## config.mk

```make
export PLATFORM = sky130hd
export DESIGN_NAME = mem_arbiter
export DESIGN_NICKNAME = d
export VERILOG_FILES = /design/src/rtl/mem_arbiter.sv
export SDC_FILE = /design/constraint.sdc
export NUM_CORES = 1
export LEC_CHECK = 0
export CAP_MARGIN = 20
export CORE_MARGIN = 1.5
export CORE_UTILIZATION = 30
export DETAILED_ROUTE_END_ITERATION = 8
export GPL_ROUTABILITY_DRIVEN = 1
export PLACE_DENSITY_LB_ADDON = 0.2
export SLEW_MARGIN = 20
export SYNTH_ARGS = -nofsm -noshare
export SYNTH_HDL_FRONTEND = slang
export SYNTH_SLANG_ARGS = --single-unit
```

## constraint.sdc

```tcl
create_clock -name clk_in -period 2.89 [get_ports clk_in]
set_clock_uncertainty 0.1 [all_clocks]
set_input_delay 0.289 -clock clk_in [delete_from_list [all_inputs] [get_ports clk_in]]
set_output_delay 0.289 -clock clk_in [all_outputs]
set_load 0.01 [all_outputs]
```

## src/rtl/mem_arbiter.sv

```systemverilog
// Byte-serial arbiter for the unified RAM port: instruction-fetch words vs LSB loads/stores.
// Define ARB_RR_EN for round-robin grant on contention; fixed LSB priority otherwise.
module mem_arbiter (
  input  logic        clk_in,
  input  logic        rst_in,
  input  logic        rdy_in,
  input  logic        br_reset,
  input  logic        if_req,
  input  logic [31:0] if_addr,
  output logic        if_done,
  output logic [31:0] if_data,
  input  logic        ls_req,
  input  logic        ls_wr,
  input  logic [1:0]  ls_size,
  input  logic [31:0] ls_addr,
  input  logic [31:0] ls_wdata,
  output logic        ls_done,
  output logic [31:0] ls_rdata,
  input  logic [7:0]  mem_din,
  output logic [7:0]  mem_dout,
  output logic [31:0] mem_a,
  output logic        mem_wr,
  input  logic        io_buffer_full
);

  typedef enum logic [1:0] {
    IDLE  = 2'd0,
    IF_RD = 2'd1,
    LS_RD = 2'd2,
    LS_WR = 2'd3
  } state_t;

  state_t      state, state_nxt;
  logic [2:0]  cnt, cnt_nxt;

  logic [31:0] addr_q, addr_nxt;
  logic [2:0]  nbytes_q, nbytes_nxt;
  logic [31:0] wdata_q, wdata_nxt;
  logic [31:0] rd_buf, rd_buf_nxt;
  logic        rr_ptr, rr_ptr_nxt;

  logic [31:0] mem_a_nxt;
  logic [7:0]  mem_dout_nxt;
  logic        mem_wr_nxt;
  logic        if_done_nxt, ls_done_nxt;
  logic [31:0] if_data_nxt, ls_rdata_nxt;

  logic        if_ok, ls_ok, pick_if, pick_ls;
  logic [2:0]  ls_n;
  logic [31:0] cur_addr;
  logic        io_stall_cur, io_stall_new;
  logic        rd_last, wr_last;
  logic [1:0]  cap_idx;

  // A flush blocks only speculative reads; stores are already committed.
  always_comb begin
    if_ok = if_req && !br_reset;
    ls_ok = ls_req && (ls_wr || !br_reset);
`ifdef ARB_RR_EN
    pick_if = if_ok && (!ls_ok || rr_ptr);
`else
    pick_if = if_ok && !ls_ok;
`endif
    pick_ls = ls_ok && !pick_if;
  end

  always_comb begin
    case (ls_size)
      2'd0:    ls_n = 3'd1;
      2'd1:    ls_n = 3'd2;
      default: ls_n = 3'd4;
    endcase
  end

  // Reads capture byte cnt-2 because RAM data trails the driven address by two edges.
  always_comb begin
    cur_addr     = addr_q + {29'd0, cnt};
    io_stall_cur = (cur_addr[17:16] == 2'b11) && io_buffer_full;
    io_stall_new = (ls_addr[17:16] == 2'b11) && io_buffer_full;
    rd_last      = (cnt == nbytes_q + 3'd1);
    wr_last      = (cnt == nbytes_q);
    cap_idx      = cnt[1:0] - 2'd2;
  end

  always_ff @(posedge clk_in or negedge rst_in) begin
    if (!rst_in) begin
      state <= IDLE;
      cnt   <= '0;
    end else if (rdy_in) begin
      state <= state_nxt;
      cnt   <= cnt_nxt;
    end
  end

  always_comb begin
    state_nxt = state;
    cnt_nxt   = cnt;
    case (state)
      IDLE: begin
        if (pick_ls) begin
          state_nxt = ls_wr ? LS_WR : LS_RD;
          cnt_nxt   = (ls_wr && io_stall_new) ? 3'd0 : 3'd1;
        end else if (pick_if) begin
          state_nxt = IF_RD;
          cnt_nxt   = 3'd1;
        end
      end
      IF_RD, LS_RD: begin
        if (br_reset || rd_last) begin
          state_nxt = IDLE;
          cnt_nxt   = '0;
        end else begin
          cnt_nxt = cnt + 3'd1;
        end
      end
      LS_WR: begin
        if (wr_last) begin
          state_nxt = IDLE;
          cnt_nxt   = '0;
        end else if (!io_stall_cur) begin
          cnt_nxt = cnt + 3'd1;
        end
      end
      default: begin
        state_nxt = IDLE;
        cnt_nxt   = '0;
      end
    endcase
  end

  always_comb begin
    mem_a_nxt    = mem_a;
    mem_dout_nxt = mem_dout;
    mem_wr_nxt   = mem_wr;
    if_done_nxt  = 1'b0;
    ls_done_nxt  = 1'b0;
    if_data_nxt  = if_data;
    ls_rdata_nxt = ls_rdata;
    addr_nxt     = addr_q;
    nbytes_nxt   = nbytes_q;
    wdata_nxt    = wdata_q;
    rd_buf_nxt   = rd_buf;
    rr_ptr_nxt   = rr_ptr;
    case (state)
      IDLE: begin
        mem_wr_nxt = 1'b0;
        if (pick_ls) begin
          addr_nxt   = ls_addr;
          nbytes_nxt = ls_n;
          wdata_nxt  = ls_wdata;
          rd_buf_nxt = '0;
          mem_a_nxt  = ls_addr;
          rr_ptr_nxt = 1'b1;
          if (ls_wr) begin
            mem_dout_nxt = ls_wdata[7:0];
            mem_wr_nxt   = !io_stall_new;
          end
        end else if (pick_if) begin
          addr_nxt   = if_addr;
          nbytes_nxt = 3'd4;
          rd_buf_nxt = '0;
          mem_a_nxt  = if_addr;
          rr_ptr_nxt = 1'b0;
        end
      end
      IF_RD, LS_RD: begin
        if (br_reset) begin
          mem_a_nxt  = '0;
          mem_wr_nxt = 1'b0;
        end else begin
          if (cnt >= 3'd2)
            rd_buf_nxt[{cap_idx, 3'b000} +: 8] = mem_din;
          if (rd_last) begin
            mem_a_nxt  = '0;
            mem_wr_nxt = 1'b0;
            if (state == IF_RD) begin
              if_done_nxt = 1'b1;
              if_data_nxt = rd_buf_nxt;
            end else begin
              ls_done_nxt  = 1'b1;
              ls_rdata_nxt = rd_buf_nxt;
            end
          end else if (cnt < nbytes_q) begin
            mem_a_nxt = cur_addr;
          end
        end
      end
      LS_WR: begin
        if (wr_last) begin
          ls_done_nxt = 1'b1;
          mem_a_nxt   = '0;
          mem_wr_nxt  = 1'b0;
        end else begin
          mem_a_nxt    = cur_addr;
          mem_dout_nxt = wdata_q[{cnt[1:0], 3'b000} +: 8];
          mem_wr_nxt   = !io_stall_cur;
        end
      end
      default: begin
        mem_a_nxt  = '0;
        mem_wr_nxt = 1'b0;
      end
    endcase
  end

  always_ff @(posedge clk_in or negedge rst_in) begin
    if (!rst_in) begin
      mem_a    <= '0;
      mem_dout <= '0;
      mem_wr   <= 1'b0;
      if_done  <= 1'b0;
      if_data  <= '0;
      ls_done  <= 1'b0;
      ls_rdata <= '0;
      addr_q   <= '0;
      nbytes_q <= '0;
      wdata_q  <= '0;
      rd_buf   <= '0;
      rr_ptr   <= 1'b0;
    end else if (rdy_in) begin
      mem_a    <= mem_a_nxt;
      mem_dout <= mem_dout_nxt;
      mem_wr   <= mem_wr_nxt;
      if_done  <= if_done_nxt;
      if_data  <= if_data_nxt;
      ls_done  <= ls_done_nxt;
      ls_rdata <= ls_rdata_nxt;
      addr_q   <= addr_nxt;
      nbytes_q <= nbytes_nxt;
      wdata_q  <= wdata_nxt;
      rd_buf   <= rd_buf_nxt;
      rr_ptr   <= rr_ptr_nxt;
    end
  end

endmodule

```

==> results by stage, run 1 <==
Status:
- The flow ran to the end, and the final reports show no timing, DRC or antenna violations.

Final layout:
- The repair_antennas step left the layout with diodes totalling 0.
- The area used by multi-input combinational logic is 4781 µm².
- After routing the design area is 14,100 µm².
- In the final layout, flip-flops and latches occupy 5280 µm².
- The signed area change from the synthesized netlist to the final layout is 36.64%.
- Fill cells in the final layout number 3,299.
- Cells with a size suffix above 1 make up between 10% and 20% of the layout.
- At the end of the flow, the number of nets in the layout was between 1,000 and 1,500.

Floorplan:
- The initialized floorplan defines 67 standard-cell rows.
- The initial core utilization is 30.62%.
- The floorplan die height is 188.5 µm.
- The floorplan step defined a die boundary enclosing 35,520 µm².
- The area of the core is 33,700 µm².
- The width of the chip is 188.5 µm.
- The number of placed I/O pins is 221.

Worst setup path:
- Together, buffers and inverters on the worst path number 1.
- The required time of the critical path is 3.18 ns.
- The critical path arrival is about 2.8 ns.
- The origin of the critical flop-to-flop path is cnt[0]$_DFFE_PN0P_.
- On the worst path, the slowest cell contributes a delay of 0.46 ns.
- The category of the critical setup timing path is flip-flop to flip-flop.
- The worst setup path is captured at a flip-flop.
- The category of cells accounting for the largest share of critical-path delay is adder cells.
- The worst-case register-to-register setup slack is 0.35 ns.
- The reg-to-reg endpoint is mem_a[16]$_DFFE_PN0P_.
- Of all nets on the critical path, the largest fanout is 6.
- The slowest stage of the critical path is the sky130_fd_sc_hd__fa_1 cell.
- The worst reg-to-reg path cell count is 9.
- Traced cell by cell, the critical path runs through ha_1, fa_1, a21o_1, nand4_1, buf_4, nor2_1, xor2_1, a221oi_1, nor2_1.
- The type of origin of the critical path is a flip-flop.
- By instance count, the cell type seen most on the critical path is sky130_fd_sc_hd__nor2_1.

Routing:
- The antenna violation net count after detailed routing is 0.
- After detailed routing, the total wire length is 28.46 mm.
- For this block, the via count after detailed routing is 8,196.
- In this run, the number of DRC markers left after iteration 0 of detailed routing was 405.
- The detail-routed via count per cell is 4.876.
- For this run, design rule violations remaining after detail routing come to 0.
- For this run, the detailed router's first-pass iteration total came to 5.
- The routed wirelength normalized by instance count is 16.93 µm.

Global route:
- Entering global routing, the biggest net connects 86 pins.
- The number of global-route vias before repair is 8,163.
- The wire length of the first global-routing pass is ~46 mm.
- The number of antenna violations at the first check in global routing is 1.
- Global routing consumed, over all layers together, 16.10% of the routing resources.
- The sum of overflow across all layers after global routing is 0.

Timing:
- Measured against its own limit, the worst slew margin works out to about 55%.
- Setup slack on the critical path of the routed design comes to 0.3513 ns.
- In the finished design, the share of the clock period the worst path needs comes to 87.85%.
- The setup TNS after final layout is 0 ns.
- The max-slew violation total from the final report is 0.
- The slew at the pin closest to its max-slew limit is 0.6689 ns.
- The hold violation total from the final report is 0.
- For this run, the top clock speed supported by timing is 0.3939 GHz.
- Setup repair after global routing left no endpoint under its margin.
- The final setup violation count is 0.
- The worst path needs 2.539 ns of the cycle, external delays included.

Clock network:
- The number of hold-repair buffers added at the cts stage is 1.
- The number of gates resized after CTS was 0.
- After clock tree synthesis, the clock-pin slew on the worst setup and hold paths is 0.06 ns.
- The clock drives 211 sinks.
- The number of buffers created by CTS is 24.
- Once the clock tree was built, the setup fixing pass inserted 0 buffers.
- TritonCTS built the clock tree.
- The number of levels the H-tree was split into is 1.
- The deepest clock path buffer count is 3.
- The latest clock arrival within the worst-skew pair is ~0.51 ns.
- The tree is rooted in a sky130_fd_sc_hd__clkbuf_16.

Logic synthesis:
- A synthesized cell averages 10.47 µm².
- The multiplexer share of the synthesized area is 15.05%.
- Counting every net in the synthesized netlist gives 1,118.
- The gate count after technology mapping is 986.
- Synthesis inferred ~210 register bits.
- The fraction of the mapped netlist area in adder cells is 2.255%.
- After synthesis, the netlist uses 53 different library cells.
- The number of enable-type register cells in the synthesized netlist is 0.
- The Yosys step of the flow raised 0 warnings.
- The fraction of the mapped netlist area in compound gates is 12.08%.
- The total standard cell area after synthesis is around 10,000 µm².
- Sequential elements use 51.17% of the synthesized area.
- The share of the synthesized netlist area taken by xor and xnor gates is 2.862%.
- After synthesis, the largest family of logic cells by area is multiplexers.
- The share of flip-flops with an asynchronous set or reset is 100.0%.
- The synthesized netlist devotes 13.84% of its cell area to simple gates.
- The most common flop cell mapped by yosys is sky130_fd_sc_hd__dfrtp_1.

Placement:
- The placer congestion estimate is 0.7691.
- In this run the cell area measured after placement is 13,270 µm².
- Input and output buffers added on the ports amount to 220.
- Timing analysis after detailed placement gives a worst setup slack of 0.2944 ns.
- The wire-length estimate of the detail-placed layout is 20.02 mm.

Worst hold path:
- The worst min-delay path startpoint is ls_size[1].
- The worst hold path depth is 2.
- The path with the worst hold slack has its endpoint at nbytes_q[0]$_DFFE_PN0P_.
- In this run the worst hold path is classified as input pin to flip-flop.

Flow run:
- The number of violations of the max-capacitance limit is 0.

Pwr:
- The power density normalized to cell area is 1011 nW/µm².
- Across the VDD grid, the largest voltage drop is 0.4894 mV.
- The sum of internal, switching and leakage power is between 10,000 and 15,000 µW.
- The leakage power of the design is 0.006234 µW.
-- cell usage after synthesis, types with 3 or more instances --
cell type	n	share of area, %
sky130_fd_sc_hd__nor4_1	4	0.24
sky130_fd_sc_hd__a21o_1	3	0.22
sky130_fd_sc_hd__nand3_1	16	0.78
sky130_fd_sc_hd__o21ai_0	65	3.2
sky130_fd_sc_hd__mux4_2	8	1.7
sky130_fd_sc_hd__mux2i_1	13	1.3
sky130_fd_sc_hd__a21oi_1	42	2.0
sky130_fd_sc_hd__o211ai_1	4	0.29
sky130_fd_sc_hd__nand2_1	230	8.4
sky130_fd_sc_hd__clkbuf_1	43	1.6
sky130_fd_sc_hd__inv_1	14	0.51
sky130_fd_sc_hd__nor2_1	36	1.3
sky130_fd_sc_hd__o21ai_1	3	0.15
sky130_fd_sc_hd__mux2_2	109	12
sky130_fd_sc_hd__ha_1	17	2.1
sky130_fd_sc_hd__nor2b_1	3	0.18
sky130_fd_sc_hd__and3_1	6	0.36
sky130_fd_sc_hd__dfrtp_1	211	51
sky130_fd_sc_hd__nor3_1	6	0.29
sky130_fd_sc_hd__and4_1	4	0.34
sky130_fd_sc_hd__a221oi_1	9	0.76
sky130_fd_sc_hd__a22o_1	49	4.2
sky130_fd_sc_hd__xor2_1	22	1.9
sky130_fd_sc_hd__nand4_1	14	0.85
sky130_fd_sc_hd__xnor2_1	9	0.76
sky130_fd_sc_hd__buf_2	10	0.49
sky130_fd_sc_hd__o21a_1	3	0.22
-- cell families after synthesis --
kind of cell	after synthesis
buffers and inverters	71
AOI/OAI and AO/OA	190
and+or+nand+nor	333
muxes	131
adders and majority gates	18
DFF	211
xor gates and xnor gates	32
-- flip-flops by register name, indices dropped and copies added (netlist names) --
name	count
addr_q	32
nbytes_q	3
if_done	1
ls_done	1
cnt	3
wdata_q	32
mem_dout	8
mem_a	32
ls_rdata	32
if_data	32
state	2
mem_wr	1
rd_buf	32
-- cells in the final DEF, fill, tap and decap left out, types with 4 or more instances in the layout --
cell | synthesis | routed
sky130_fd_sc_hd__nor2_1 | 36 | 36
sky130_fd_sc_hd__a21oi_1 | 42 | 41
sky130_fd_sc_hd__inv_1 | 14 | 14
sky130_fd_sc_hd__and4_1 | 4 | 4
sky130_fd_sc_hd__ha_1 | 17 | 17
sky130_fd_sc_hd__buf_12 | 0 | 8
sky130_fd_sc_hd__nor3_1 | 6 | 6
sky130_fd_sc_hd__clkbuf_1 | 43 | 6
sky130_fd_sc_hd__o21ai_0 | 65 | 65
sky130_fd_sc_hd__nor4_1 | 4 | 4
sky130_fd_sc_hd__nand4_1 | 14 | 14
sky130_fd_sc_hd__clkdlybuf4s50_1 | 0 | 219
sky130_fd_sc_hd__nand2_1 | 230 | 230
sky130_fd_sc_hd__and3_1 | 6 | 6
sky130_fd_sc_hd__nand3_1 | 16 | 15
sky130_fd_sc_hd__mux4_2 | 8 | 8
sky130_fd_sc_hd__o211ai_1 | 4 | 4
sky130_fd_sc_hd__clkbuf_16 | 0 | 25
sky130_fd_sc_hd__clkbuf_8 | 0 | 6
sky130_fd_sc_hd__mux2i_1 | 13 | 13
sky130_fd_sc_hd__a221oi_1 | 9 | 9
sky130_fd_sc_hd__xnor2_1 | 9 | 9
sky130_fd_sc_hd__dfrtp_1 | 211 | 211
sky130_fd_sc_hd__xor2_1 | 22 | 22
sky130_fd_sc_hd__a22o_1 | 49 | 49
sky130_fd_sc_hd__clkinv_2 | 0 | 5
sky130_fd_sc_hd__buf_4 | 1 | 31
sky130_fd_sc_hd__mux2_2 | 109 | 109
-- routing by layer --
layer | part of all wire [%] | up-vias | routed length [µm] | track usage, %
met1 | 48 | 3996 | 13720 | 23.37
met3 | 6.0 | 36 | 1699 | 3.408
met2 | 44 | 217 | 12400 | 24.32
met5 | 0 | - | 0 | 0
li1 | - | 3947 | - | -
met4 | 2.2 | 0 | 640 | 4.090
-- worst max-delay path by stage --
stage / start / end / slack, ns / cells past startpoint
after floorplan: cnt[0]$_DFFE_PN0P_ / cnt[0]$_DFFE_PN0P_ / 0.45 / 8
after global routing: cnt[0]$_DFFE_PN0P_ / mem_a[16]$_DFFE_PN0P_ / 0.22 / 9
after CTS: cnt[0]$_DFFE_PN0P_ / cnt[0]$_DFFE_PN0P_ / 0.37 / 8
after global placement: ls_req / addr_q[10]$_DFFE_PN0P_ / 0.41 / 7
final: cnt[0]$_DFFE_PN0P_ / mem_a[16]$_DFFE_PN0P_ / 0.35 / 9
after detailed placement: ls_req / mem_a[28]$_DFFE_PN0P_ / 0.29 / 7
-- report_power, final --
part | internal, µW | total (µW) | switching, µW
combinational | 3120 | 6000 | 2880
sequential | 4260 | 5130 | 874
clock | 1910 | 3120 | 1210
-- cell type report --
| class | count | area share, % |
|---|---|---|
| multi-input combinational | 704 | 33.91 |
| clock buffer | 37 | 5.182 |
| tap | 448 | 3.976 |
| sequential | 211 | 37.45 |
| timing repair buffer | 260 | 18.51 |
| inverter | 14 | 0.3727 |
| clock inverter | 7 | 0.6034 |
-- per-stage QoR --
stage               std cells  hold slack [ns]  utilization, %
floorplan                 986          -0.1066               -
global placement         1636           0.2588           39.39
detailed placement       1636           0.2539           39.39
CTS                      1681           0.2502           41.84
global route             1681           0.2676           41.84
finish                   1681           0.2748           41.84
Power figures use the tool's default switching activity.
==> inputs of run 2 (changes only) <==
Clock period 2.89 ns to 2.45 ns, I/O delays scaled along.
==> run 2 against run 1 <==
  * Final area up 3.3%
  * Sequential cell count unchanged
  * Cell count up 2.1%
  * Global-route usage up 0.23 points
  * Critical path type unchanged
  * Highest routed layer unchanged
==> results by stage, run 2 (synthesis gave the netlist of run 1 again) <==
Clock network:
- The deepest clock path buffer count came to 3 (unchanged).
- The TritonCTS clock tree is yes.
- The count of clock tree sinks is 211 (unchanged).
- The number of buffers created by CTS came to 26 (+8.3%).
- The latest clock arrival within the worst-skew pair is 0.52 ns (about the same).
- The number of levels the H-tree was split into is 1 (unchanged).
- The clock edge transition at the registers on the reported setup and hold paths is 0.06 ns (about the same).
- CTS placed an instance of sky130_fd_sc_hd__clkbuf_16 at the clock tree root.

Worst setup path:
- Traced cell by cell, the critical path runs through ha_1, nand3_1, a21o_2, nor4_2, buf_4, nand2_1, xnor2_1, a221o_1.
- The origin of the critical flop-to-flop path is cnt[1]$_DFFE_PN0P_.
- The timing startpoint of the critical path is cnt[1]$_DFFE_PN0P_.
- The critical path arrival is 2.60 ns (-0.23 ns).
- The worst setup path is launched from a flip-flop.
- The maximum fanout along the worst path is 5 (-1).
- The critical path is of the flip-flop to flip-flop type.
- The delay of the slowest critical-path stage is 0.46 ns (about the same).
- The required time of the critical path is 2.75 ns (-0.43 ns).
- The highest-delay cell along the critical path is sky130_fd_sc_hd__dfrtp_2.
- The worst setup path is captured at a flip-flop.

Final layout:
- The library cells used most frequently in the layout, excluding fill and tap cells, are sky130_fd_sc_hd__nand2_1, sky130_fd_sc_hd__clkdlybuf4s50_1, sky130_fd_sc_hd__dfrtp_1, sky130_fd_sc_hd__mux2_2, sky130_fd_sc_hd__o21ai_0.
- From synthesis to final layout, the design area changed by 41.13%.
- The net count reported at finish is 1,380 (+2.4%).
- Leaving out fill and tap cells, the most frequent cell in the layout is sky130_fd_sc_hd__nand2_1.
- The antenna diode count was 0 (unchanged).
- The share of cells above drive strength 1 was 20.19% (+3.3 points).

Timing:
- The final critical delay including setup and external delays is 2.300 ns (-0.2383 ns).
- The hold violation total from the final report is 0 (unchanged).
- The tightest slew margin relative to the limit is 63.70% (+8.3 points).
- The part of the cycle the worst path needs is 93.90% (+6.0 points).
- The setup TNS after final layout was 0 ns (unchanged).
- The achievable clock frequency was 0.4347 GHz (+10%).
- The max-slew violation total from the final report is 0 (unchanged).
- The final setup violation count is 0 (unchanged).
- The slew at the pin closest to its max-slew limit is 0.5446 ns (-0.1243 ns).

Global route:
- The wire length of the first global-routing pass is 46.72 mm (+1.4%).
- The number of global-route vias before repair was 8,426 (+3.2%).
- The pin count of the biggest net entering global routing is 71 (-17%).
- The number of antenna violations at the first check in global routing is 1 (unchanged).
- The sum of overflow across all layers after global routing is 0 (unchanged).
- The total track usage is 16.33% (+0.23 points).

Floorplan:
- The area of the core is 33,700 µm² (unchanged).
- The die area was 35,520 µm² (unchanged).
- The floorplan die height is 188.5 µm (unchanged).
- The number of placed I/O pins is 221 (unchanged).
- The initial core utilization is 30.62% (unchanged).
- The width of the chip is 188.5 µm (unchanged).
- The total number of placement rows came to 67 (unchanged).

Pwr:
- The worst voltage drop across the vdd grid was 0.5565 mV (+14%).
- The leakage power of the design came to 0.006473 µW (+3.8%).
- The power density normalized to cell area is 1204 nW/µm² (+19%).
- The sum of internal, switching and leakage power is 17,530 µW (+23%).

Routing:
- The vias after detailed routing is 8,257 (+0.74%).
- The detail-routed via count per cell came to 4.812 (-1.3%).
- The total iterations of the first detailed-routing run was 4 (-1).
- The antenna violation net count after detailed routing is 0 (unchanged).
- The routed wirelength normalized by instance count is 16.97 µm (+0.24%).
- The routed wire length is 29.12 mm (+2.3%).
- The DRC violation count after routing is 0 (unchanged).
- The number of violations reported at the end of detailed-routing iteration 0 was 382 (-5.7%).

Status:
- The run finished with clean final reports.

Worst hold path:
- The type of the tightest min-delay check is input pin to async pin.

Placement:
- The count of buffers from port buffering is 220 (unchanged).
- The placer congestion estimate is 0.7527 (-2.1%).
- The sum of net half-perimeters after detailed placement was 20.63 mm (+3.1%).

Flow run:
- The number of violations of the max-capacitance limit is 0 (unchanged).
-- run 2: worst max-delay path: cells and delay by family, from the launching register on --
family	cells	cell delay (ns)
fa+ha+maj	1	0.31
xor+xnor	1	0.12
compound gates	2	0.61
buf+inv	1	0.19
flops	1	0.46
simple gates	3	0.39
-- run 2: final cells by class --
cell class / instances / area (µm²)
Multi-Input combinational cell: 704 / 4856
Fill cell: 3253 / 19140
Clock inverter: 9 / 151.4
Tap cell: 448 / 560.5
Clock buffer: 39 / 780.7
Sequential cell: 211 / 5281
Inverter: 14 / 52.55
Timing Repair Buffer: 291 / 2880
-- run 2: final timing paths --
kind / endpoint / slack, ns / cells past startpoint
hold reg to reg: mem_a[9]$_DFFE_PN0P_ / 0.38 / 2
setup reg to reg: mem_a[25]$_DFFE_PN0P_ / 0.15 / 8
hold / removal: if_data[18]$_DFFE_PN0P_ / 0.18 / 2
setup / recovery: mem_a[25]$_DFFE_PN0P_ / 0.15 / 8
max in group asynchronous: mem_a[19]$_DFFE_PN0P_ / 1.35 / 3
min in group clk_in: nbytes_q[0]$_DFFE_PN0P_ / 0.22 / 2
-- run 2: what timing repair did --
| item | in CTS | in global routing |
|---|---|---|
| endpoints found under the hold margin | 63 | 0 |
| hold buffers | 1 | 0 |
| endpoints found under the setup margin | 0 | 32 |
| gates resized for setup | 0 | 15 |
| setup buffers | 0 | 1 |
-- run 2: per-layer routing --
metal / global-route usage (%) / wire [µm] / vias to the layer above
met4: 3.694 / 594 / 0
met5: 0 / 0 / -
li1: - / - / 3999
met2: 25.40 / 12790 / 213
met1: 22.95 / 14020 / 4011
met3: 3.930 / 1713 / 34
-- run 2: stage by stage --
stage | worst slack [ns] | instances | hold WS, ns | utilization, % | cell area [µm²]
final | 0.1496 | 1716 | 0.1824 | 43.21 | 14560
after global routing | -0.01678 | 1716 | 0.2121 | 43.21 | 14560
after CTS | 0.03892 | 1715 | 0.1904 | 42.96 | 14480
after detailed placement | 0.06268 | 1666 | 0.1529 | 40.17 | 13540
after global placement | 0.08744 | 1666 | 0.1609 | 40.17 | 13540
after floorplan | 0.01059 | 986 | -0.1506 | - | 10320
-- run 2: report_power, final --
part	switching [µW]	internal, µW
Clock	1490	2610
Sequential	1010	5030
Combinational	3530	3850
==> inputs of run 3 (changes only) <==
Settings changed: CAP_MARGIN 20 to not set.
==> results of run 3 <==
No change in the layout: final DEF, timing and power equal those of run 2.
